===== config.mk =====
export PLATFORM = sky130hd
export DESIGN_NAME = fcp6_master_arbiter_flat
export DESIGN_NICKNAME = d
export VERILOG_FILES = /design/src/rtl/fcp6_master_arbiter_if.sv /design/src/rtl/fcp6_master_arbiter.sv /design/src/flat_wrapper.sv
export SDC_FILE = /design/constraint.sdc
export NUM_CORES = 1
export LEC_CHECK = 0
export BUFFER_PORTS_ARGS = -buffer_cell sky130_fd_sc_hd__buf_4
export CORE_MARGIN = 3
export CORE_UTILIZATION = 40
export DETAILED_ROUTE_END_ITERATION = 10
export PLACE_DENSITY = 0.69
export SLEW_MARGIN = 10
export SYNTH_ARGS = -nofsm -noshare
export SYNTH_HDL_FRONTEND = slang
export SYNTH_SLANG_ARGS = --single-unit
export TNS_END_PERCENT = 50

===== constraint.sdc =====
create_clock -name clk -period 3.6 [get_ports clk]
set_input_delay 0 -clock clk [delete_from_list [all_inputs] [get_ports clk]]
set_output_delay 0 -clock clk [all_outputs]
set_load 0.03 [all_outputs]

===== src/rtl/fcp6_master_arbiter_if.sv =====
// Bundles the requester-side and FCP6-master-side signals of the arbiter.
// The arbiter connects through the slave view; its environment uses master.
interface fcp6_master_arbiter_if #(
    parameter int NREQ = 4
);
    localparam int IDW = $clog2(NREQ);

    logic [NREQ-1:0]   req_valid;
    logic [8*NREQ-1:0] req_header;
    logic [8*NREQ-1:0] req_wdata;
    logic [NREQ-1:0]   req_ready;
    logic [NREQ-1:0]   rsp_valid;
    logic [7:0]        rsp_rdata;
    logic              rsp_err;
    logic [IDW-1:0]    grant_id;
    logic              arb_busy;

    logic              m_start;
    logic [7:0]        m_header;
    logic [7:0]        m_wdata;
    logic              m_busy;
    logic [7:0]        m_rdata;

    modport slave (
        input  req_valid, req_header, req_wdata, m_busy, m_rdata,
        output req_ready, rsp_valid, rsp_rdata, rsp_err, grant_id, arb_busy,
               m_start, m_header, m_wdata
    );

    modport master (
        output req_valid, req_header, req_wdata, m_busy, m_rdata,
        input  req_ready, rsp_valid, rsp_rdata, rsp_err, grant_id, arb_busy,
               m_start, m_header, m_wdata
    );
endinterface


===== src/rtl/fcp6_master_arbiter.sv =====
// Round-robin arbiter and sequencer sharing one FCP6 master among NREQ
// requesters: one single-byte transaction per grant, with start/busy timeouts.
module fcp6_master_arbiter #(
    parameter int NREQ     = 4,
    parameter int START_TO = 8,
    parameter int TXN_TO   = 255
) (
    input logic                  clk,
    input logic                  rst,
    fcp6_master_arbiter_if.slave bus
);

    localparam int IDW  = $clog2(NREQ);
    localparam int CW   = IDW + 1;
    localparam int TMAX = (START_TO > TXN_TO) ? START_TO : TXN_TO;
    localparam int TW   = $clog2(TMAX + 1);

    localparam logic [TW-1:0] START_LIM = TW'(START_TO);
    localparam logic [TW-1:0] TXN_LIM   = TW'(TXN_TO);
    localparam logic [TW-1:0] TIMER_MAX = TW'(TMAX);

    localparam logic [2:0] S_IDLE      = 3'd0;
    localparam logic [2:0] S_LAUNCH    = 3'd1;
    localparam logic [2:0] S_WAIT_BUSY = 3'd2;
    localparam logic [2:0] S_WAIT_DONE = 3'd3;
    localparam logic [2:0] S_RESP      = 3'd4;

    logic [2:0]      state_q,      state_d;
    logic [IDW-1:0]  last_grant_q, last_grant_d;
    logic [TW-1:0]   timer_q,      timer_d;
    logic            err_q,        err_d;
    logic [7:0]      rdata_q,      rdata_d;

    logic [NREQ-1:0] req_ready_q,  req_ready_d;
    logic [NREQ-1:0] rsp_valid_q,  rsp_valid_d;
    logic [7:0]      rsp_rdata_q,  rsp_rdata_d;
    logic            rsp_err_q,    rsp_err_d;
    logic [IDW-1:0]  grant_id_q,   grant_id_d;
    logic            arb_busy_q,   arb_busy_d;
    logic            m_start_q,    m_start_d;
    logic [7:0]      m_header_q,   m_header_d;
    logic [7:0]      m_wdata_q,    m_wdata_d;

    logic [IDW-1:0]  rr_win;
    logic            rr_found;
    logic [CW-1:0]   rr_cand;
    logic [TW-1:0]   timer_inc;

    // Search starts just past the last owner so a granted requester drops to lowest priority.
    always_comb begin
        rr_win   = last_grant_q;
        rr_found = 1'b0;
        rr_cand  = '0;
        for (int i = 1; i <= NREQ; i++) begin
            rr_cand = {1'b0, last_grant_q} + CW'(i);
            if (rr_cand >= CW'(NREQ)) begin
                rr_cand = rr_cand - CW'(NREQ);
            end
            if (!rr_found && bus.req_valid[rr_cand[IDW-1:0]]) begin
                rr_found = 1'b1;
                rr_win   = rr_cand[IDW-1:0];
            end
        end
    end

    assign timer_inc = (timer_q == TIMER_MAX) ? timer_q : timer_q + TW'(1);

    always_comb begin
        state_d      = state_q;
        last_grant_d = last_grant_q;
        timer_d      = timer_q;
        err_d        = err_q;
        rdata_d      = rdata_q;
        req_ready_d  = '0;
        rsp_valid_d  = '0;
        rsp_rdata_d  = rsp_rdata_q;
        rsp_err_d    = rsp_err_q;
        grant_id_d   = grant_id_q;
        m_start_d    = 1'b0;
        m_header_d   = m_header_q;
        m_wdata_d    = m_wdata_q;

        case (state_q)
            S_IDLE: begin
                // A still-busy master (e.g. after a transaction timeout) blocks any new acceptance.
                if ((|bus.req_valid) && !bus.m_busy) begin
                    req_ready_d = NREQ'(1) << rr_win;
                    grant_id_d  = rr_win;
                    m_header_d  = bus.req_header[{rr_win, 3'b000} +: 8];
                    m_wdata_d   = bus.req_wdata[{rr_win, 3'b000} +: 8];
                    err_d       = 1'b0;
                    rdata_d     = 8'h00;
                    state_d     = S_LAUNCH;
                end
            end
            S_LAUNCH: begin
                m_start_d = 1'b1;
                timer_d   = '0;
                state_d   = S_WAIT_BUSY;
            end
            S_WAIT_BUSY: begin
                if (bus.m_busy) begin
                    timer_d = '0;
                    state_d = S_WAIT_DONE;
                end else if (timer_q == START_LIM) begin
                    err_d   = 1'b1;
                    rdata_d = 8'h00;
                    state_d = S_RESP;
                end else begin
                    timer_d = timer_inc;
                end
            end
            S_WAIT_DONE: begin
                if (!bus.m_busy) begin
                    err_d   = 1'b0;
                    rdata_d = m_header_q[0] ? 8'h00 : bus.m_rdata;
                    state_d = S_RESP;
                end else if (timer_q == TXN_LIM) begin
                    err_d   = 1'b1;
                    rdata_d = 8'h00;
                    state_d = S_RESP;
                end else begin
                    timer_d = timer_inc;
                end
            end
            S_RESP: begin
                rsp_valid_d  = NREQ'(1) << grant_id_q;
                rsp_rdata_d  = rdata_q;
                rsp_err_d    = err_q;
                last_grant_d = grant_id_q;
                state_d      = S_IDLE;
            end
            default: begin
                state_d = S_IDLE;
            end
        endcase

        arb_busy_d = (state_d != S_IDLE);
    end

    always_ff @(posedge clk) begin
        if (rst) begin
            state_q      <= S_IDLE;
            last_grant_q <= IDW'(NREQ - 1);
            timer_q      <= '0;
            err_q        <= 1'b0;
            rdata_q      <= 8'h00;
            req_ready_q  <= '0;
            rsp_valid_q  <= '0;
            rsp_rdata_q  <= 8'h00;
            rsp_err_q    <= 1'b0;
            grant_id_q   <= '0;
            arb_busy_q   <= 1'b0;
            m_start_q    <= 1'b0;
            m_header_q   <= 8'h00;
            m_wdata_q    <= 8'h00;
        end else begin
            state_q      <= state_d;
            last_grant_q <= last_grant_d;
            timer_q      <= timer_d;
            err_q        <= err_d;
            rdata_q      <= rdata_d;
            req_ready_q  <= req_ready_d;
            rsp_valid_q  <= rsp_valid_d;
            rsp_rdata_q  <= rsp_rdata_d;
            rsp_err_q    <= rsp_err_d;
            grant_id_q   <= grant_id_d;
            arb_busy_q   <= arb_busy_d;
            m_start_q    <= m_start_d;
            m_header_q   <= m_header_d;
            m_wdata_q    <= m_wdata_d;
        end
    end

    assign bus.req_ready = req_ready_q;
    assign bus.rsp_valid = rsp_valid_q;
    assign bus.rsp_rdata = rsp_rdata_q;
    assign bus.rsp_err   = rsp_err_q;
    assign bus.grant_id  = grant_id_q;
    assign bus.arb_busy  = arb_busy_q;
    assign bus.m_start   = m_start_q;
    assign bus.m_header  = m_header_q;
    assign bus.m_wdata   = m_wdata_q;

endmodule


===== src/flat_wrapper.sv =====
// flat-port wrapper written by rule: the top's interface ports become plain ports
module fcp6_master_arbiter_flat 
#(
    parameter int NREQ     = 4,
    parameter int START_TO = 8,
    parameter int TXN_TO   = 255
)
  (clk, rst, bus_req_valid, bus_req_header, bus_req_wdata, bus_m_busy, bus_m_rdata, bus_req_ready, bus_rsp_valid, bus_rsp_rdata, bus_rsp_err, bus_grant_id, bus_arb_busy, bus_m_start, bus_m_header, bus_m_wdata);
  fcp6_master_arbiter_if #(.NREQ(NREQ)) bus_i ();
  input logic clk;
  input logic rst;
  input wire logic [$bits(bus_i.req_valid)-1:0] bus_req_valid;
  input wire logic [$bits(bus_i.req_header)-1:0] bus_req_header;
  input wire logic [$bits(bus_i.req_wdata)-1:0] bus_req_wdata;
  input wire logic [$bits(bus_i.m_busy)-1:0] bus_m_busy;
  input wire logic [$bits(bus_i.m_rdata)-1:0] bus_m_rdata;
  output wire logic [$bits(bus_i.req_ready)-1:0] bus_req_ready;
  output wire logic [$bits(bus_i.rsp_valid)-1:0] bus_rsp_valid;
  output wire logic [$bits(bus_i.rsp_rdata)-1:0] bus_rsp_rdata;
  output wire logic [$bits(bus_i.rsp_err)-1:0] bus_rsp_err;
  output wire logic [$bits(bus_i.grant_id)-1:0] bus_grant_id;
  output wire logic [$bits(bus_i.arb_busy)-1:0] bus_arb_busy;
  output wire logic [$bits(bus_i.m_start)-1:0] bus_m_start;
  output wire logic [$bits(bus_i.m_header)-1:0] bus_m_header;
  output wire logic [$bits(bus_i.m_wdata)-1:0] bus_m_wdata;
  assign bus_i.req_valid = bus_req_valid;
  assign bus_i.req_header = bus_req_header;
  assign bus_i.req_wdata = bus_req_wdata;
  assign bus_i.m_busy = bus_m_busy;
  assign bus_i.m_rdata = bus_m_rdata;
  assign bus_req_ready = bus_i.req_ready;
  assign bus_rsp_valid = bus_i.rsp_valid;
  assign bus_rsp_rdata = bus_i.rsp_rdata;
  assign bus_rsp_err = bus_i.rsp_err;
  assign bus_grant_id = bus_i.grant_id;
  assign bus_arb_busy = bus_i.arb_busy;
  assign bus_m_start = bus_i.m_start;
  assign bus_m_header = bus_i.m_header;
  assign bus_m_wdata = bus_i.m_wdata;
  fcp6_master_arbiter #(.NREQ(NREQ), .START_TO(START_TO), .TXN_TO(TXN_TO)) u_core (.clk(clk), .rst(rst), .bus(bus_i));
endmodule

==> results of run 1 <==
cell families (layout without fill, tap and decap cells):
logic type	Yosys count	count (layout)	share of synthesized area, %
and+or+nand+nor	106	106	19.0
AOI/OAI and AO/OA	68	68	17.6
DFF	59	59	43.8
muxes	35	35	13.1
buffers and inverters	28	195	4.92
adders and majority gates	2	2	0.929
xor gates and xnor gates	2	2	0.650
through the flow:
stage,power (mW),std cells,util [%]
3_5_place_dp,1.18,477,55.9
2_1_floorplan,1.03,300,-
6_report,1.82,544,66.8
4_1_cts,1.83,544,66.8
3_3_place_gp,1.17,477,55.9
5_1_grt,1.90,544,66.8
repair_timing:
action	CTS	global route
endpoints found under the hold margin	24	0
setup endpoints to repair	0	0
gates resized for setup	0	0
hold buffers	51	0
synth_stat cells, types with 2 or more instances:
| cell | count | area share, % |
|---|---|---|
| dfxtp_1 | 59 | 44 |
| nand2_1 | 47 | 6.5 |
| mux2i_1 | 34 | 13 |
| a21oi_1 | 25 | 4.6 |
| nor2_1 | 22 | 3.1 |
| o221ai_1 | 16 | 5.2 |
| inv_1 | 11 | 1.5 |
| a22o_1 | 8 | 2.6 |
| buf_2 | 7 | 1.3 |
| nand2b_1 | 7 | 1.6 |
| clkbuf_1 | 6 | 0.84 |
| nor3_1 | 5 | 0.93 |
| a211oi_1 | 3 | 0.84 |
| nand3_1 | 3 | 0.56 |
| nor4_1 | 3 | 0.70 |
| o21ai_0 | 3 | 0.56 |
| a21boi_0 | 2 | 0.56 |
| buf_6 | 2 | 0.84 |
| ha_1 | 2 | 0.93 |
| nand3b_1 | 2 | 0.56 |
| nand4_1 | 2 | 0.46 |
| o21ai_1 | 2 | 0.37 |
| o41ai_1 | 2 | 0.65 |
| or3_1 | 2 | 0.46 |
| xnor2_1 | 2 | 0.65 |
area by class of cell:
cell class                 count  area (um2)
clock inverter                 7        68.8
clock buffer                   9         124
inverter                      11        41.3
timing repair buffer         168        1390
tap                           77        96.3
multi-input combinational    213        1390
sequential                    59        1180
fill                         501        2130
per-layer routing:
| metal | track usage (%) | vias up | share of wire [%] |
|---|---|---|---|
| met2 | 36.6 | 112 | 51 |
| met4 | 6.32 | 0 | 1.3 |
| met3 | 8.84 | 10 | 8.5 |
| li1 | - | 1399 | - |
| met1 | 24.0 | 1301 | 39 |
| met5 | 0 | - | 0 |
flip-flops by register name, indices dropped and copies added, names as in the netlist, 3 cells and up:
| signal | flops |
|---|---|
| u_core.bus.req_ready | 4 |
| u_core.bus.m_wdata | 8 |
| u_core.bus.m_header | 8 |
| u_core.timer_q | 8 |
| u_core.state_q | 3 |
| u_core.rdata_q | 8 |
| u_core.bus.rsp_valid | 4 |
| u_core.bus.rsp_rdata | 8 |
worst min path at each step:
stage                     slack [ns]          startpoint                     end
final                           0.03    bus_req_wdata[5]   u_core.bus.m_wdata[5]
after global routing           0.007  bus_req_header[15]  u_core.bus.m_header[7]
after CTS                      0.006    bus_req_wdata[5]   u_core.bus.m_wdata[5]
after detailed placement        0.21      bus_m_rdata[6]       u_core.rdata_q[6]
after global placement          0.21      bus_m_rdata[6]       u_core.rdata_q[6]
after floorplan                 0.13      bus_m_rdata[0]       u_core.rdata_q[0]
tightest hold or removal path, delay by kind of cell:
family / cells / cell delay (ns)
multiplexers: 1 / 0.07
buffers and inverters: 1 / 0.08
AO/OA/AOI/OAI: 1 / 0.17
report_power, final:
| group | internal [mW] | switching [mW] | total [mW] |
|---|---|---|---|
| clock | 0.317 | 0.267 | 0.584 |
| sequential | 0.700 | 0.0431 | 0.743 |
| combinational | 0.248 | 0.243 | 0.491 |
==> results.yml, run 1 <==
timing:
  hold_viol: 0
  max_slew_margin_pct: 23.2
  finalSetupViolCount: 0
  worst_hold_slack_ns: 0.0251
  period_needed_ns: 3.35
  rsz0062_at_grt: "no"
  slew_viol_final: 0
  setup_slack_ns: 0.254
  max_slew.worst_pin.slew_ns: 1.15
  fin_skew_ns: 0.00612
  period_share_pct: 92.9
  fmax_mhz: 299
  fin_setup_tns_ns: 0
critical_path:
  crit_top_cell: "dlygate4sd3_1"
  critPathKind: "reg -> reg"
  cp_num_cells: 7
  endpoint_kind: "flip-flop"
  slowest_stage: "a21oi_4"
  worst-r2r-setup-slack_ns: 0.25
  reg2regPathDepth: 7
  crit_family: "buffers and inverters"
  max_stage_delay_ns: 0.74
  regToRegStartpoint: "u_core.last_grant_q[1]"
  crit_fanout: 23
  cp.required_ns: 3.82
  critPathArrivalTime_ns: 3.57
  cp_cell_sequence: "a31oi_1 > a21oi_4 > buf_4 > mux2i_1 > dlygate4sd3_1 > o221ai_1 > dlygate4sd3_1"
  critPathLaunchType: "flip-flop"
  crit_buf_inv: 3
  endpoint: "u_core.bus.m_wdata[2]"
  r2r-end: "u_core.bus.m_wdata[2]"
  crit_start: "u_core.last_grant_q[1]"
layout:
  final_area_um2: 4290
  final_common_cell: "buf_4"
  drive_above_1_share_pct: 30.0
  area_growth_pct: 59.3
  nets: 543
  most-common-layout-cells: "buf_4, dfxtp_1, dlygate4sd3_1"
  num_antenna_cells: 0
pwr:
  vdd_drop_max_uv: 227
  power_leakage_nw: 1.88
  powerDensity_nw_per_um2: 424
drt:
  drtIter0Drc: 126
  dr.pass1.iters: 4
  vias_per_cell: 5.19
  drcViolationCount: 0
  vias: 2822
  wl_per_cell_um: 14.8
  antenna_left: 0
  routed_wirelength_um: 8040
worst_hold_path:
  worstHoldPathCells: 3
  hold_class: "in -> reg"
yosys:
  synth.distinct_cells: 48
  syn-num-nets: 381
  synthCells: 300
  async_reset_ff_share_pct: 0
  synthesis.area_um2: 2690
  ys.flop_type: "dfxtp_1"
  synth_edf_count: 0
  yosys_warnings: 0
  ys_seq_elements: 59
  postSynthAreaPerCell_um2: 8.98
  ys_seq_area_share_pct: 43.8
cts:
  clk_transition_reported_paths_ns: 0.07
  tritoncts: "done"
  max-clock-path-buffers: 2
  clock_latency_ns: 0.33
  cts.sinks: 59
  numCtsBuffers: 9
  cts_htree_levels: 3
  cts_root_buf: "clkbuf_8"
  post_cts_buffers: 0
placed_design:
  dpl_cell_area_um2: 3590
  gp_congestion: 0.841
  pre_cts_slack_ns: 1.34
  dp_hpwl_um: 5380
  io_buffers: 115
global_route:
  antenna_found_initial: 0
  grt_pass1_vias: 2855
  grt_overflow: 0
  grt_start_max_net_pins: 26
  grtUsageTotal_pct: 21.2
  grt_pass1_wl_um: 12900
floorplanning:
  die_x_um: 88.1
  io_pins: 116
  coreArea_um2: 6420
  chipHeight_um: 88.1
  initial_core_util_pct: 41.9
  die_area_um2: 7760
  placementRows: 29
status:
  status: "finished clean"
run:
  drv_cap: 0
Note: power is estimated with default switching activity, not from simulation.
==> run 2: changes to the inputs <==
- RECOVER_POWER: default -> 50
==> results.yml, run 2 (synthesis results as in run 1) <==
cts:
  max-clock-path-buffers: 2
  post_cts_buffers: 0
  cts_htree_levels: 3
  tritoncts: "done"
  cts.sinks: 59
  numCtsBuffers: 9
  cts-resized-gates: 0
  cts_root_buf: "clkbuf_8"
  clock_latency_ns: 0.33
  clk_transition_reported_paths_ns: 0.07
timing:
  max_slew_margin_pct: 25.3
  finalSetupViolCount: 0
  fmax_mhz: 300
  hold_viol: 0
  fin_skew_ns: 0.00680
  period_needed_ns: 3.34
  period_share_pct: 92.7
  rsz0062_at_grt: "no"
  slew_viol_final: 0
  max_slew.worst_pin.slew_ns: 1.12
  worst_hold_slack_ns: 0.0168
  fin_setup_tns_ns: 0
layout:
  area_growth_pct: 54.0
  nFillCells: 532
  drive_above_1_share_pct: 21.8
  nets: 543
  seqCellArea_um2: 1180
  most-common-layout-cells: "buf_4, dfxtp_1, dlygate4sd3_1"
  num_antenna_cells: 0
  multi_input_area_um2: 1390
  final_common_cell: "buf_4"
floorplanning:
  coreArea_um2: 6420
  initial_core_util_pct: 41.9
  die_area_um2: 7760
  chipHeight_um: 88.1
  die_x_um: 88.1
  io_pins: 116
  placementRows: 29
global_route:
  grt_start_max_net_pins: 26
  grt_pass1_vias: 2855
  antenna_found_initial: 0
  grt_pass1_wl_um: 12900
  grtUsageTotal_pct: 21.2
  grt_overflow: 0
pwr:
  finalPower_mw: 1.79
  powerDensity_nw_per_um2: 432
  power_leakage_nw: 1.72
  power.switching_mw: 0.553
  vdd_drop_max_uv: 219
  p_int_mw: 1.24
  clkPwrFrac_pct: 32.7
  p_comb_share_pct: 25.9
  netSwitchingFraction_pct: 30.9
  pwr-share-seq_pct: 41.4
status:
  status: "finished clean"
critical_path:
  crit_fanout: 23
  endpoint_kind: "flip-flop"
  critPathArrivalTime_ns: 3.56
  critPathKind: "reg -> reg"
  cp.required_ns: 3.82
  critPathLaunchType: "flip-flop"
worst_hold_path:
  hold_class: "in -> reg"
placed_design:
  dp_hpwl_um: 5380
  io_buffers: 115
  gp_congestion: 0.841
drt:
  routed_wirelength_um: 7960
  antenna_left: 0
  vias: 2848
  drcViolationCount: 0
  drtIter0Drc: 116
  vias_per_cell: 5.24
  dr.pass1.iters: 4
  wl_per_cell_um: 14.6
run:
  drv_cap: 0
run 2: changes by cell type in the layout (fill, tap and decap cells not counted):
cell / change
nor3b_1: +1
clkbuf_1: +37
buf_4: -37
and2_1: -1
nor3b_2: -1
and2_0: +1
run 2: critical path, stage by stage, from the launching register on:
cell,delay [ns]
dfxtp_1,0.46
a31oi_1,0.18
a21oi_4,0.74
buf_4,0.38
mux2i_1,0.21
dlygate4sd3_1,0.57
o221ai_1,0.11
dlygate4sd3_1,0.59
run 2: cell type report:
class,count,area share (%)
clock inverters,7,1.66
inverters,11,0.995
repair buffers,168,30.1
well taps,77,2.32
clock buffers,9,2.99
flip-flops and latches,59,28.5
multi-input cells,213,33.4
run 2: power by group through the flow:
stage               clock [mW]  combinational (mW)  sequential (mW)
detailed placement           0               0.422            0.755
floorplan                    0               0.223            0.803
finish                   0.585               0.464            0.742
global placement             0               0.415            0.755
CTS                      0.596               0.487            0.742
global route             0.617               0.508            0.748
run 2: through the flow:
step,utilization (%),cells,cell area [um2],setup slack [ns]
2_1_floorplan,-,300,2690,1.65
3_3_place_gp,55.9,477,3590,1.45
3_5_place_dp,55.9,477,3590,1.34
4_1_cts,66.8,544,4290,0.301
5_1_grt,64.6,544,4150,0.0252
6_report,64.6,544,4150,0.263
run 2: final timing paths:
| kind | start | end | slack [ns] | depth (start not counted) |
|---|---|---|---|---|
| max | u_core.last_grant_q[1] | u_core.bus.m_wdata[2] | 0.26 | 7 |
| min | bus_req_wdata[8] | u_core.bus.m_wdata[0] | 0.02 | 3 |
| max reg2reg | u_core.last_grant_q[1] | u_core.bus.m_wdata[2] | 0.26 | 7 |
| min reg2reg | u_core.err_q | u_core.bus.rsp_err | 0.45 | 2 |
run 2: per-layer routing:
layer  track usage, %  wire, um
met2             36.6      4040
met1             24.0      3090
met5                0         0
met3             8.84       700
met4             6.32       130
run 2: timing repair:
action                     in CTS  in global routing
hold buffers                   51                  0
hold endpoints to repair       24                  0
setup endpoints to repair       0                  0
